## src/rtl/stopwatch_ctrl.sv

```systemverilog
// Two-digit seconds stopwatch controller: button conditioning, IDLE/RUN/PAUSE/LAP
// state machine, count timebase, 00-59 BCD seconds with lap capture, digit outputs.

// One front-panel button: 2-flop synchronizer, level debouncer, rising-edge press.
module stopwatch_ctrl_btn #(
    parameter int unsigned DEB_CYCLES = 250000
) (
    input  logic clk_i,
    input  logic rst_n_i,
    input  logic btn_i,
    input  logic sync_vld_i,
    output logic press_o
);
    localparam int unsigned CW = (DEB_CYCLES > 1) ? $clog2(DEB_CYCLES) : 1;
    localparam logic [CW-1:0] CNT_LAST = CW'(DEB_CYCLES - 1);

    logic          meta_q;
    logic          sync_q;
    logic          deb_q;
    logic          deb_d;
    logic          deb_prev_q;
    logic          armed_q;
    logic          armed_d;
    logic [CW-1:0] cnt_q;
    logic [CW-1:0] cnt_d;

    // A press is only honoured once the button has been seen released after reset,
    // so a button held through reset release never produces an event.
    always_comb begin
        cnt_d   = cnt_q;
        deb_d   = deb_q;
        armed_d = armed_q | (sync_vld_i & ~sync_q);
        if (sync_q != deb_q) begin
            if (cnt_q == CNT_LAST) begin
                deb_d = sync_q;
                cnt_d = '0;
            end else begin
                cnt_d = cnt_q + CW'(1);
            end
        end else begin
            cnt_d = '0;
        end
    end

    // Synchronizer, debounce state and edge-detect history
    always_ff @(posedge clk_i or negedge rst_n_i) begin
        if (!rst_n_i) begin
            meta_q     <= 1'b0;
            sync_q     <= 1'b0;
            deb_q      <= 1'b0;
            deb_prev_q <= 1'b0;
            armed_q    <= 1'b0;
            cnt_q      <= '0;
        end else begin
            meta_q     <= btn_i;
            sync_q     <= meta_q;
            deb_q      <= deb_d;
            deb_prev_q <= deb_q;
            armed_q    <= armed_d;
            cnt_q      <= cnt_d;
        end
    end

    assign press_o = deb_q & ~deb_prev_q & armed_q;
endmodule

module stopwatch_ctrl #(
    parameter int unsigned TICK_DIV   = 10000000,
    parameter int unsigned DEB_CYCLES = 250000
) (
    input  logic       clk_i,
    input  logic       rst_n_i,
    input  logic       btn_ss_i,
    input  logic       btn_lc_i,
    output logic [3:0] disp_1_o,
    output logic [3:0] disp_10_o,
    output logic [1:0] state_o,
    output logic       run_led_o,
    output logic       tick_o,
    output logic       wrap_o
);
    localparam int unsigned PW = $clog2(TICK_DIV);
    localparam logic [PW-1:0] PRESC_LAST = PW'(TICK_DIV - 1);

    typedef enum logic [1:0] {
        ST_IDLE  = 2'b00,
        ST_RUN   = 2'b01,
        ST_PAUSE = 2'b10,
        ST_LAP   = 2'b11
    } state_t;

    state_t        state_q;
    state_t        state_d;
    logic [1:0]    vld_q;
    logic          ss_press_s;
    logic          lc_press_s;
    logic          running_s;
    logic          tick_s;
    logic          clear_s;
    logic          capture_s;
    logic [PW-1:0] presc_q;
    logic [PW-1:0] presc_d;
    logic [3:0]    ones_q;
    logic [3:0]    ones_d;
    logic [3:0]    tens_q;
    logic [3:0]    tens_d;
    logic [3:0]    lap1_q;
    logic [3:0]    lap1_d;
    logic [3:0]    lap10_q;
    logic [3:0]    lap10_d;
    logic [3:0]    disp1_q;
    logic [3:0]    disp1_d;
    logic [3:0]    disp10_q;
    logic [3:0]    disp10_d;
    logic          run_led_q;
    logic          run_led_d;
    logic          tick_q;
    logic          wrap_q;
    logic          wrap_d;

    stopwatch_ctrl_btn #(.DEB_CYCLES(DEB_CYCLES)) u_btn_ss (
        .clk_i      (clk_i),
        .rst_n_i    (rst_n_i),
        .btn_i      (btn_ss_i),
        .sync_vld_i (vld_q[1]),
        .press_o    (ss_press_s)
    );

    stopwatch_ctrl_btn #(.DEB_CYCLES(DEB_CYCLES)) u_btn_lc (
        .clk_i      (clk_i),
        .rst_n_i    (rst_n_i),
        .btn_i      (btn_lc_i),
        .sync_vld_i (vld_q[1]),
        .press_o    (lc_press_s)
    );

    assign running_s = (state_q == ST_RUN) || (state_q == ST_LAP);
    assign tick_s    = running_s && (presc_q == PRESC_LAST);

    // Next-state logic; start/stop has priority over lap/clear
    always_comb begin
        state_d   = state_q;
        clear_s   = 1'b0;
        capture_s = 1'b0;
        case (state_q)
            ST_IDLE: begin
                if (ss_press_s) begin
                    state_d = ST_RUN;
                end else begin
                    state_d = ST_IDLE;
                end
            end
            ST_RUN: begin
                if (ss_press_s) begin
                    state_d = ST_PAUSE;
                end else if (lc_press_s) begin
                    state_d   = ST_LAP;
                    capture_s = 1'b1;
                end else begin
                    state_d = ST_RUN;
                end
            end
            ST_LAP: begin
                if (ss_press_s) begin
                    state_d = ST_PAUSE;
                end else if (lc_press_s) begin
                    state_d = ST_RUN;
                end else begin
                    state_d = ST_LAP;
                end
            end
            ST_PAUSE: begin
                if (ss_press_s) begin
                    state_d = ST_RUN;
                end else if (lc_press_s) begin
                    state_d = ST_IDLE;
                    clear_s = 1'b1;
                end else begin
                    state_d = ST_PAUSE;
                end
            end
            default: begin
                state_d = ST_IDLE;
            end
        endcase
    end

    // Prescaler, BCD seconds and lap capture (capture sees the pre-tick count)
    always_comb begin
        presc_d = presc_q;
        ones_d  = ones_q;
        tens_d  = tens_q;
        lap1_d  = lap1_q;
        lap10_d = lap10_q;
        wrap_d  = tick_s && (ones_q == 4'd9) && (tens_q == 4'd5);

        if (clear_s || (state_q == ST_IDLE)) begin
            presc_d = '0;
        end else if (tick_s) begin
            presc_d = '0;
        end else if (running_s) begin
            presc_d = presc_q + PW'(1);
        end else begin
            presc_d = presc_q;
        end

        if (clear_s) begin
            ones_d = 4'd0;
            tens_d = 4'd0;
        end else if (tick_s) begin
            if (ones_q == 4'd9) begin
                ones_d = 4'd0;
                if (tens_q == 4'd5) begin
                    tens_d = 4'd0;
                end else begin
                    tens_d = tens_q + 4'd1;
                end
            end else begin
                ones_d = ones_q + 4'd1;
            end
        end else begin
            ones_d = ones_q;
            tens_d = tens_q;
        end

        if (capture_s) begin
            lap1_d  = ones_q;
            lap10_d = tens_q;
        end else begin
            lap1_d  = lap1_q;
            lap10_d = lap10_q;
        end
    end

    // Display source and LED follow the state being entered
    always_comb begin
        run_led_d = (state_d == ST_RUN) || (state_d == ST_LAP);
        if (state_d == ST_LAP) begin
            disp1_d  = lap1_d;
            disp10_d = lap10_d;
        end else begin
            disp1_d  = ones_d;
            disp10_d = tens_d;
        end
    end

    // State, datapath and registered outputs
    always_ff @(posedge clk_i or negedge rst_n_i) begin
        if (!rst_n_i) begin
            state_q   <= ST_IDLE;
            vld_q     <= 2'b00;
            presc_q   <= '0;
            ones_q    <= 4'd0;
            tens_q    <= 4'd0;
            lap1_q    <= 4'd0;
            lap10_q   <= 4'd0;
            disp1_q   <= 4'd0;
            disp10_q  <= 4'd0;
            run_led_q <= 1'b0;
            tick_q    <= 1'b0;
            wrap_q    <= 1'b0;
        end else begin
            state_q   <= state_d;
            vld_q     <= {vld_q[0], 1'b1};
            presc_q   <= presc_d;
            ones_q    <= ones_d;
            tens_q    <= tens_d;
            lap1_q    <= lap1_d;
            lap10_q   <= lap10_d;
            disp1_q   <= disp1_d;
            disp10_q  <= disp10_d;
            run_led_q <= run_led_d;
            tick_q    <= tick_s;
            wrap_q    <= wrap_d;
        end
    end

    assign state_o   = state_q;
    assign disp_1_o  = disp1_q;
    assign disp_10_o = disp10_q;
    assign run_led_o = run_led_q;
    assign tick_o    = tick_q;
    assign wrap_o    = wrap_q;
endmodule
```

## config.mk

```make
export PLATFORM = sky130hd
export DESIGN_NAME = stopwatch_ctrl
export DESIGN_NICKNAME = d
export VERILOG_FILES = /design/src/rtl/stopwatch_ctrl.sv
export SDC_FILE = /design/constraint.sdc
export NUM_CORES = 1
export LEC_CHECK = 0
export BUFFER_PORTS_ARGS = -buffer_cell sky130_fd_sc_hd__buf_2
export CAP_MARGIN = 20
export CORE_MARGIN = 2
export CORE_UTILIZATION = 55
export DETAILED_ROUTE_END_ITERATION = 10
export PLACE_DENSITY = 0.72
export SLEW_MARGIN = 40
export SYNTH_ARGS = -nofsm -noshare
export SYNTH_HDL_FRONTEND = slang
export SYNTH_SLANG_ARGS = --single-unit
export TNS_END_PERCENT = 30
```

## constraint.sdc

```tcl
create_clock -name clk_i -period 2.8 [get_ports clk_i]
set_input_delay 0.56 -clock clk_i [delete_from_list [all_inputs] [get_ports clk_i]]
set_output_delay 0.56 -clock clk_i [all_outputs]
set_load 0.02 [all_outputs]
```

**Yosys cells after proc, flatten, opt, wreduce, memory -nomap -nowiden**

Cells that the tools add are included.

- Register bits after elaboration: 101
- Logic and storage cells: 93

- $add $sub $neg: 5
- Equality and inequality tests: 12
- Muxes and demuxes: 30
- Bitwise logic cells: 12
- Reductions and logical operators: 10

Operators by type and width:

| operator | number |
|---|---|
| two-way mux 18 bit | 4 |
| two-way mux 24 bit | 3 |
| two-way mux 4 bit | 11 |
| adder 18 x 1 -> 18 bit (second input constant) | 2 |
| equality test 18 bit (second input constant) | 2 |
| adder 24 x 1 -> 24 bit (second input constant) | 1 |
| equality test 24 bit (second input constant) | 1 |
| two-way mux 2 bit | 6 |
| adder 4 x 1 -> 4 bit (second input constant) | 2 |
| case mux 2 bit (4 select lines) | 1 |
| bitwise AND 1 bit | 6 |
| equality test 2 bit (second input constant) | 3 |
| two-way mux 1 bit | 5 |
| equality test 2 x 1 -> 1 bit (second input constant) | 2 |
| equality test 4 x 3 -> 1 bit (second input constant) | 1 |
| equality test 4 bit (second input constant) | 1 |
| inverter 1 bit | 4 |
| AND reduction 2 bit | 2 |
| logical AND 1 bit | 3 |
| logical OR 1 bit | 3 |
| nonzero test 3 bit | 1 |
| logical NOT 2 bit | 1 |
| inequality test 1 bit | 2 |
| OR 1 bit | 2 |

**Longest topological paths before layout**

Gate-level depths: netlist of the first run.

- Word-level depth: 8
- Depth in mapped cells: 9
- Gate-level depth less buffers: 6

**Hierarchy**

A second synthesis of the first run with hierarchy kept.

- Cell total of the unflattened synthesis: 483
- Area total of the unflattened synthesis: 4844.6 um2

Modules (own cells, without submodules):

| module | times used | cells each | area an instance (um2) | seq. area each (um2) |
|---|---|---|---|---|
| stopwatch_ctrl | 1 | 277 | 2645.0 | 1351.3 |
| stopwatch_ctrl_btn | 2 | 103 | 1099.8 | 575.6 |

**Least setup slack after synthesis of the first run**

OpenSTA, ideal clock, no wires.

- Path kind: flip-flop to flip-flop
- Start point: register presc_q[0]
- End point: register presc_q[23]
- Setup time: 0.069 ns
- Arrival: 1.881 ns
- Setup slack: 0.850 ns
- Cell stages (with the launch flop): 9
- Path buffers: 2
- Clock period less this slack: 1.950 ns
- Cells stage by stage: dfrtp_1 -> ha_1 -> and3_1 -> buf_2 -> and4b_1 -> buf_2 -> a21oi_4 -> or4b_1 -> nand3_1

- Word-level cells in the longest chain between the ends: 4
- Elaborated cells between the ends (all ways): 7

RTL lines:

| what | line | text |
|---|---|---|
| from (decl) | 101 | `logic [PW-1:0] presc_q;` |
| from (signal assigned) | 265 | `presc_q <= presc_d;` |
| adder 24 x 1 -> 24 bit / equality test 24 bit (equally long branches) | 202, 138 |  |
| two-way mux 24 bit / logical AND 1 bit (equally long branches) | 201, 138 |  |
| two-way mux 24 bit | 199 | `end else if (tick_s) begin` |
| two-way mux 24 bit | 197 | `if (clear_s \|\| (state_q == ST_IDLE)) begin` |

Several ways; a longest one is shown, not always the timed one. The select of a mux whose other input is x is not followed.
A chain may end at the register's enable or synchronous reset.

**Worst setup path after layout of the first run**

- Start point: register presc_q[0]
- End point: register presc_q[8]

Same word-level chain as after synthesis.

==> metrics.cfg, run 1 <==
[status]
outcome = complete, no violations

[die]
dieArea_um2 = 9610
coreArea_um2 = 8640
dieHeight_um = 98.0
die_w_um = 98.0
io_pins = 17
start_util_pct = 56.3
rows = 34

[sta]
relSlewSlack_pct = 54.1
final_max_slew_viol_count = 0
hold_viol_final = 0
clock_skew_ns = 0.0118
fmax_ghz = 0.433
layout_setup_ws_ns = 0.490
tns_ns = 0
period_needed_ns = 2.31
worst_slew_pin_slew_ns = 0.686
setup_viol = 0
post-route-period-util_pct = 82.5
rsz0062_at_grt = false

[layout]
n_antenna_cell = 0
areaGrowthSynthToFinish_pct = 7.31
final_common_cell = dfrtp_1
final_area_um2 = 5220
multi_input_area_um2 = 2210
most-common-layout-cells = 100 x dfrtp_1, 60 x nor2_1, 48 x nand2_1, 28 x nand3_1, 26 x xnor2_1
seqCellArea_um2 = 2500
final_net_count = 501
drive_above_1_share_pct = 12.8
fill_cells = 735

[global_route]
grt_pass1_wl_um = 15400
grt_max_degree = 52
track_usage_pct = 19.3
antenna_found_initial = 0
grt.overflow.total = 0
grt_pass1_vias = 3391

[place]
place_area_um2 = 5020
globalplace.congestion = 0.817
place_ws_ns = 0.543
port_buffers = 16
place_hpwl_um = 5990

[power]
peakVddDrop_v = 0.000313
total_power_w = 0.00241
p_leak_nw = 2.24
power_density_nw_per_um2 = 461

[logic_synthesis]
synth_largest_area_cell = dfrtp_1
ys_ff_latch = 100
synth_area_leaders = dfrtp_1 51%, xnor2_1 4.7%, nor2_1 4.6%
synth_edf_count = 0
yosysWarnings = 0
synth_nets = 490
syn_avg_cell_area_um2 = 10.1
synth_top_area_share_pct = 51.5
netlist_instances = 483
netlist_area_um2 = 4860
synthFlopType = dfrtp_1
synth_cell_types = 54
ys_async_sr_fraction_pct = 100
yosysSeqAreaShare_pct = 51.5

[clock_tree]
cts-root-buf = clkbuf_8
htreeDepth = 3
cts_buffers = 9
cts_resized = 0
cts_num_sinks = 100
cts_tree = done
clock_latency_ns = 0.36
cts_setup_buffers = 0
clock_path_buffers = 2
clkTransAtPathRegs_ns = 0.10
postCtsHoldBufs = 0

[detailed_routing]
dr.pass1.iters = 4
wl_per_cell_um = 14.4
drtIter0Drc = 116
vias = 3528
drc = 0
wl_um = 8770
ant_nets = 0
viasPerCell = 5.81

[critical_path]
startpoint_type = register
critPathCaptureType = register
worst_ep_arrival_time_ns = 2.59
cp_max_fo = 16
path_class = reg -> reg
cp_data_required_time_ns = 3.08

[min_path]
hp-class = in -> async

[run]
drv_cap = 0

critical path, stage by stage, from the launching register on:
cell,delay (ns)
dfrtp_1,0.42
ha_1,0.25
and3_1,0.25
and4b_1,0.34
a21oi_4,0.38
buf_4,0.27
a41oi_1,0.14
a31oi_1,0.17
through the flow:
stage	hold slack (ns)	utilization (%)	cells
after floorplan	0.264	-	483
after global placement	0.332	58.2	591
after detailed placement	0.335	58.2	591
after CTS	0.237	60.4	607
after global routing	0.271	60.4	607
final	0.218	60.4	607
flip-flops by register name, indices dropped and copies added, names as in the netlist:
signal               count
wrap_o                   1
u_btn_ss.cnt_q          18
u_btn_ss.deb_prev_q      1
ones_q                   4
u_btn_lc.meta_q          1
state_o                  2
u_btn_ss.sync_q          1
lap10_q                  4
disp_10_o                4
vld_q                    2
presc_q                 24
tick_o                   1
disp_1_o                 4
u_btn_ss.meta_q          1
tens_q                   4
u_btn_lc.armed_q         1
u_btn_lc.cnt_q          18
u_btn_lc.sync_q          1
u_btn_lc.deb_q           1
u_btn_lc.deb_prev_q      1
u_btn_ss.deb_q           1
lap1_q                   4
u_btn_ss.armed_q         1
final cells by class:
type                    instances  area share (%)
well taps                     108            2.59
clock inverters                 6            1.08
clock buffers                  10            2.64
multi-input cells             350            42.3
flip-flops and latches        100            48.0
repair buffers                 21            2.54
inverters                      12           0.864
worst paths after layout:
check,end,slack [ns],depth (start not counted),startpoint
min in group clk_i,u_btn_lc.meta_q,0.29,1,btn_lc_i
max reg2reg,presc_q[8],0.49,7,presc_q[0]
min,lap10_q[3],0.22,1,rst_n_i
max,presc_q[8],0.49,7,presc_q[0]
min reg2reg,vld_q[1],0.36,0,vld_q[0]
max in group asynchronous,state_o[0],1.89,2,rst_n_i
kinds of logic (layout without fill, tap and decap cells):
family,count (synthesis),after routing,synth area share [%]
AO/OA/AOI/OAI,67,67,8.83
XOR/XNOR,40,40,7.21
adder cells (fa/ha/maj),3,3,0.772
buffers and inverters,33,49,3.11
flip-flops,100,100,51.5
multiplexers,17,17,3.84
other,1,1,0.0771
AND/OR/NAND/NOR,222,222,24.7
power by group:
group	internal (W)	total [W]	switching (W)
combinational	0.0000136	0.0000562	0.0000425
sequential	0.00145	0.00146	0.00000699
clock	0.000363	0.000889	0.000526
total	0.00183	0.00241	0.000576
Yosys cell counts, types with 5 or more instances:
cell type / n
nand4_1: 14
a31oi_1: 20
nor2_1: 60
dfrtp_1: 100
xor2_1: 14
clkbuf_1: 5
a21oi_1: 15
nand3_1: 28
o31ai_1: 5
inv_1: 11
mux2_2: 13
and3_1: 11
nor4_1: 11
nor3_1: 7
o21ai_0: 11
and2_1: 5
xnor2_1: 26
buf_2: 13
nand2_1: 48
per-layer routing:
layer | GRT usage [%] | wire length [um] | vias up
li1 | - | - | 1736
met1 | 25.6 | 4100 | 1733
met2 | 31.8 | 4260 | 50
met3 | 4.58 | 332 | 9
met4 | 5.98 | 69 | 0
met5 | 0 | 0 | -
Note: power is estimated with default switching activity, not from simulation.
==> run 2, diff against run 1 <==
==> constraint.sdc (replaced) <==
create_clock -name clk_i -period 2.2 [get_ports clk_i]
set_input_delay 0.44 -clock clk_i [delete_from_list [all_inputs] [get_ports clk_i]]
set_output_delay 0.44 -clock clk_i [all_outputs]
set_load 0.02 [all_outputs]
==> metrics.cfg, run 2 (synthesis gave the netlist of run 1 again) <==
[status]
outcome = complete, no violations

[layout]
largest_registers = presc_q (24), u_btn_lc.cnt_q (18), u_btn_ss.cnt_q (18)
areaGrowthSynthToFinish_pct = 9.47
final_net_count = 513  ; +2.4%
max_flop_register = presc_q
final_common_cell = dfrtp_1
seqCellArea_um2 = 2500  ; unchanged
largest_reg_flops = 24  ; unchanged
most-common-layout-cells = 100 x dfrtp_1, 60 x nor2_1, 48 x nand2_1, 28 x nand3_1, 26 x xnor2_1
n_antenna_cell = 0  ; unchanged
multi_input_area_um2 = 2220  ; +0.40%
fill_cells = 730  ; -0.68%
drive_above_1_share_pct = 14.7  ; +1.9 points

[detailed_routing]
drtIter0Drc = 155  ; +34%
vias = 3559  ; +0.88%
drc = 0  ; unchanged
dr.pass1.iters = 4  ; unchanged
ant_nets = 0  ; unchanged
viasPerCell = 5.75  ; -1.1%
wl_per_cell_um = 14.6  ; +0.96%
wl_um = 9030  ; +3.0%

[sta]
clock_skew_ns = 0.0118  ; +0.0000371 ns
fmax_ghz = 0.479  ; +11%
tns_ns = 0  ; unchanged
post-route-period-util_pct = 94.9  ; +12 points
period_needed_ns = 2.09  ; -0.223 ns
relSlewSlack_pct = 65.7  ; +12 points
final_max_slew_viol_count = 0  ; unchanged
worst_slew_pin_slew_ns = 0.510  ; -0.176 ns
hold_viol_final = 0  ; unchanged
rsz0062_at_grt = false
setup_viol = 0  ; unchanged
layout_setup_ws_ns = 0.113  ; -0.377 ns
hold_ws_ns = 0.0369  ; -0.181 ns

[power]
switching_share_pct = 23.0  ; -0.90 points
pwr-share-seq_pct = 61.5  ; +0.8 points
p_switching_w = 0.000697  ; +21%
comb_power_share_pct = 2.6  ; +0.3 points
internal_power_w = 0.00233  ; +27%
pwr-share-clk_pct = 35.9  ; -1.1 points
power_density_nw_per_um2 = 569  ; +23%
p_leak_nw = 2.30  ; +2.6%
peakVddDrop_v = 0.000459  ; +47%
total_power_w = 0.00303  ; +26%

[critical_path]
r2r_end = presc_q[3]
cp_max_fo = 20  ; +4
path_class = reg -> reg
reg2reg_from = presc_q[0]
ff2ff_setup_slack_ns = 0.11  ; -0.38 ns
worst_ep_arrival_time_ns = 2.34  ; -0.25 ns
cp_data_required_time_ns = 2.45  ; -0.63 ns
startpoint_type = register
reg2regPathDepth = 7  ; unchanged
critPathCaptureType = register

[global_route]
grt.overflow.total = 0  ; unchanged
track_usage_pct = 20.0  ; +0.67 points
grt_pass1_wl_um = 15800  ; +2.7%
grt_max_degree = 40  ; -23%
grt_pass1_vias = 3429  ; +1.1%
antenna_found_initial = 0  ; unchanged

[clock_tree]
postCtsHoldBufs = 0  ; unchanged
clock_latency_ns = 0.36  ; about the same
cts_tree = done
cts_resized = 0  ; unchanged
clock_path_buffers = 2  ; unchanged
htreeDepth = 3  ; unchanged
clkTransAtPathRegs_ns = 0.09  ; about the same
cts-root-buf = clkbuf_8
cts_num_sinks = 100  ; unchanged
cts_buffers = 9  ; unchanged
cts_setup_buffers = 0  ; unchanged

[place]
place_hpwl_um = 6380  ; +6.5%
port_buffers = 16  ; unchanged
place_ws_ns = 0.0974  ; -0.446 ns
globalplace.congestion = 0.819  ; +0.26%

[run]
drv_cap = 0  ; unchanged

[die]
coreArea_um2 = 8640  ; unchanged
rows = 34  ; unchanged
start_util_pct = 56.3  ; unchanged
io_pins = 17  ; unchanged
dieArea_um2 = 9610  ; unchanged
dieHeight_um = 98.0  ; unchanged
die_w_um = 98.0  ; unchanged

[min_path]
hp-class = in -> async

## run 2: cell types whose count changed in the layout (fill, tap and decap cells not counted)
cell and change:
buf_6 +1, clkinv_2 -1, clkinv_8 -1, clkinvlp_4 +1, buf_4 +10, clkbuf_1 +1
nor4b_2 -1, nor4b_4 +1, buf_12 +1
## run 2: area by class of cell
cell class / instances / share of cell area, %
Clock inverter: 5 / 0.799
Timing Repair Buffer: 33 / 4.49
Clock buffer: 11 / 2.66
Sequential cell: 100 / 47.0
Multi-Input combinational cell: 350 / 41.6
Tap cell: 108 / 2.54
Inverter: 12 / 0.846
## run 2: worst max-delay path by stage
stage | from | to | cells after the start
2_1_floorplan | presc_q[0] | presc_q[23] | 8
3_3_place_gp | presc_q[18] | disp_10_o[1] | 5
3_5_place_dp | presc_q[14] | disp_10_o[1] | 5
4_1_cts | presc_q[14] | disp_10_o[1] | 5
5_1_grt | presc_q[0] | presc_q[3] | 7
6_report | presc_q[0] | presc_q[3] | 7
## run 2: stage by stage
step           util, %  cell area (um2)  std cells
5_1_grt           61.6             5320        619
4_1_cts           61.5             5310        619
3_3_place_gp      59.3             5120        603
3_5_place_dp      59.3             5120        603
2_1_floorplan        -             4860        483
6_report          61.6             5320        619
## run 2: worst max-delay path: stages (launching register included)
cell	delay [ns]
dfrtp_1	0.40
ha_1	0.22
and3_1	0.27
and4b_1	0.43
a21oi_4	0.11
buf_4	0.22
a21o_1	0.17
a22o_1	0.17
## run 2: power groups by stage
stage	clock (W)	combinational, W	sequential (W)
global route	0.00120	0.0000958	0.00186
finish	0.00109	0.0000797	0.00186
global placement	0	0.0000815	0.00190
detailed placement	0	0.0000845	0.00190
CTS	0.00113	0.0000845	0.00186
floorplan	0	0.0000289	0.00189
## run 2: layer usage
layer	global-route usage [%]	share of wire (%)	vias to the layer above
met5	0	0	-
met4	7.48	1.9	0
met3	4.51	3.1	14
met2	32.1	49	61
met1	26.8	46	1736
li1	-	-	1748
==> run 3, diff against run 2 <==
--- a/config.mk
+++ b/config.mk
@@ -14,5 +14,6 @@
 export SLEW_MARGIN = 40
 export SYNTH_ARGS = -nofsm -noshare
 export SYNTH_HDL_FRONTEND = slang
+export SYNTH_HIERARCHICAL = 1
 export SYNTH_SLANG_ARGS = --single-unit
 export TNS_END_PERCENT = 30
==> metrics.cfg, run 3 <==
[status]
outcome = complete, no violations

[power]
p_leak_nw = 2.33  ; +1.5%
comb_power_share_pct = 2.7  ; about the same
switching_share_pct = 24.2  ; +1.2 points
pwr-share-seq_pct = 61.6  ; about the same
total_power_w = 0.00303  ; about the same
power_density_nw_per_um2 = 565  ; -0.73%
internal_power_w = 0.00229  ; -1.5%
peakVddDrop_v = 0.000339  ; -26%
p_switching_w = 0.000733  ; +5.2%
pwr-share-clk_pct = 35.8  ; about the same

[place]
place_hpwl_um = 6680  ; +4.7%
globalplace.congestion = 0.849  ; +3.7%
port_buffers = 16  ; unchanged

[clock_tree]
clkTransAtPathRegs_ns = 0.10  ; about the same
htreeDepth = 3  ; unchanged
cts_buffers = 9  ; unchanged
cts_tree = done
cts_num_sinks = 100  ; unchanged
clock_latency_ns = 0.37  ; about the same
postCtsHoldBufs = 0  ; unchanged
cts-root-buf = clkbuf_8
clock_path_buffers = 2  ; unchanged

[sta]
rsz0062_at_grt = true
hold_viol_final = 0  ; unchanged
clock_skew_ns = 0.0122  ; +0.000394 ns
tns_ns = 0  ; unchanged
period_needed_ns = 2.17  ; +0.0843 ns
worst_slew_pin_slew_ns = 0.713  ; +0.203 ns
relSlewSlack_pct = 52.5  ; -13 points
setup_viol = 0  ; unchanged
final_max_slew_viol_count = 0  ; unchanged
fmax_ghz = 0.461  ; -3.9%
post-route-period-util_pct = 98.7  ; +3.8 points

[logic_synthesis]
ys_ff_latch = 100  ; unchanged
synth_cell_types = 56  ; +3.7%
post-synth-top-count-cell = dfrtp_1
synth_mux_area_share_pct = 2.35  ; -1.5 points
syn_avg_cell_area_um2 = 10.0  ; -0.33%
synth_nets = 490  ; unchanged
synth_area_leaders = dfrtp_1 52%, xor2_1 3.8%, nand2_1 3.4%
synth_simple_gate_area_share_pct = 22.4  ; -2.3 points
synth_largest_area_cell = dfrtp_1
ys_async_sr_fraction_pct = 100  ; unchanged
synth_commonest_cells = 100 x dfrtp_1, 44 x nand2_1, 43 x nor2_1, 32 x a21oi_1, 32 x nand3_1
synth_top_family_by_area = simple AND/OR/NAND/NOR gates
yosysSeqAreaShare_pct = 51.7  ; +0.17 points
synth_top_area_share_pct = 51.7  ; +0.17 points
synthXorXnorAreaFrac_pct = 5.42  ; -1.8 points
synth-compound-area-share_pct = 13.8  ; +5.0 points
netlist_instances = 483  ; unchanged
synth-adder-area-share_pct = 0.775  ; +0.0026 points
synth_edf_count = 0  ; unchanged
synthFlopType = dfrtp_1
yosysWarnings = 6  ; +6
netlist_area_um2 = 4840  ; -0.33%

[min_path]
hp-class = in -> async

[critical_path]
cp_common_cell = or4_4
crit_chain = nand4bb_1 -> or4_4 -> or4_4 -> a31oi_1 -> a41o_2
critPathCaptureType = register
cp_data_required_time_ns = 2.51  ; +0.06 ns
cp_max_fo = 11  ; -45%
cp_top_family = simple AND/OR/NAND/NOR gates
crit_slowest_cell = or4_4
crit_buf_inv = 0  ; -1
startpoint_type = register
slowest_delay_ns = 0.62  ; +0.19 ns
path_class = reg -> reg
worst_ep_arrival_time_ns = 2.49  ; +0.15 ns

[die]
die_w_um = 97.9  ; -0.16%
rows = 34  ; unchanged
dieArea_um2 = 9580  ; -0.32%
dieHeight_um = 97.9  ; -0.16%
io_pins = 17  ; unchanged
coreArea_um2 = 8640  ; unchanged
start_util_pct = 56.1  ; -0.19 points

[detailed_routing]
drtIter0Drc = 212  ; +37%
drc = 0  ; unchanged
ant_nets = 0  ; unchanged
vias = 3756  ; +5.5%
dr.pass1.iters = 5  ; +1
wl_per_cell_um = 15.4  ; +5.3%
viasPerCell = 5.95  ; +3.5%
wl_um = 9690  ; +7.4%

[global_route]
track_usage_pct = 21.5  ; +1.5 points
grt.overflow.total = 0  ; unchanged
grt_pass1_wl_um = 16900  ; +7.0%
antenna_found_initial = 0  ; unchanged
grt_max_degree = 58  ; +45%
grt_pass1_vias = 3624  ; +5.7%

[run]
drv_cap = 0  ; unchanged

[layout]
final_common_cell = dfrtp_1
n_antenna_cell = 0  ; unchanged
largest_registers = presc_q (24), u_btn_lc/cnt_q (18), u_btn_ss/cnt_q (18)
most-common-layout-cells = 99 x dfrtp_1, 44 x nand2_1, 43 x nor2_1, 32 x nand3_1, 32 x a21oi_1
fill_cells = 712  ; -2.5%
largest_reg_flops = 24  ; unchanged
final_net_count = 526  ; +2.5%
drive_above_1_share_pct = 14.3  ; -0.34 points
areaGrowthSynthToFinish_pct = 10.7
max_flop_register = presc_q

==> run 3: cell types whose count changed after synthesis, moves of 6 or more <==
cell     previous run  this run
a21oi_1            15        32
a31oi_1            20        14
buf_2              13         1
inv_1              11        22
mux2_2             13         3
nor2_1             60        43
o21ai_0            11        19
o22ai_1             2         8
or4_1               1         9
xnor2_1            26         9
xor2_1             14        21
==> run 3: per-layer routing <==
metal	track usage [%]	part of all wire, %	vias to the layer above
met5	0	0	-
met4	6.20	1.2	0
met3	5.23	2.7	9
met2	35.0	50	51
met1	29.0	46	1865
li1	-	-	1831
==> run 3: layout make-up <==
type | instances | area, um2 | area share (%)
sequential | 100 | 2500 | 46.7
multi-input combinational | 347 | 2190 | 40.8
timing repair buffer | 39 | 280 | 5.23
tap | 108 | 135 | 2.52
clock buffer | 9 | 124 | 2.31
inverter | 22 | 82.6 | 1.54
clock inverter | 6 | 48.8 | 0.910
==> run 3: power groups by stage <==
stage          Combinational, W  Clock, W  Sequential [W]
2_1_floorplan         0.0000309         0         0.00190
3_3_place_gp          0.0000813         0         0.00190
3_5_place_dp          0.0000836         0         0.00190
4_1_cts               0.0000839   0.00111         0.00186
5_1_grt               0.0000948   0.00119         0.00187
6_report              0.0000808   0.00108         0.00186
==> run 3: cell families (layout without fill, tap and decap cells) <==
logic type | after synthesis | in the layout
buffers and inverters | 36 | 76
adder cells (fa/ha/maj) | 3 | 3
multiplexers | 11 | 11
AO/OA/AOI/OAI | 102 | 102
flip-flops | 100 | 100
XOR/XNOR | 30 | 30
other | 1 | 1
AND/OR/NAND/NOR | 200 | 200
==> run 3: timing repair <==
item                                    in CTS  in global routing
pin swaps                                    1                  0
endpoints found under the setup margin       1                  6
gates resized for setup                      0                  3
setup buffers                                0                  0
hold endpoints to repair                     0                  0
==> run 3: path summary, 6_finish.rpt <==
| path | start | to | slack [ns] | depth (start not counted) |
|---|---|---|---|---|
| min in group clk_i | btn_lc_i | u_btn_lc/meta_q | 0.17 | 1 |
| worst max-delay path | presc_q[11] | disp_1_o[3] | 0.03 | 5 |
| worst max register to register | presc_q[11] | disp_1_o[3] | 0.03 | 5 |
| worst min-delay path | rst_n_i | u_btn_lc/cnt_q[16] | 0.12 | 1 |
| max in group asynchronous | rst_n_i | presc_q[17] | 1.45 | 2 |
| worst min register to register | vld_q[0] | vld_q[1] | 0.37 | 0 |
==> run 3: through the flow <==
stage	std cells	utilization [%]	hold WS (ns)	worst slack [ns]	instance area, um2
after floorplan	483	-	0.144	0.0163	4850
after detailed placement	616	59.9	0.349	0.00369	5170
final	631	62.1	0.117	0.0287	5360
after CTS	631	61.9	0.144	0.0356	5350
after global routing	631	62.1	0.149	-0.0287	5360
after global placement	616	59.9	0.336	0.0721	5170
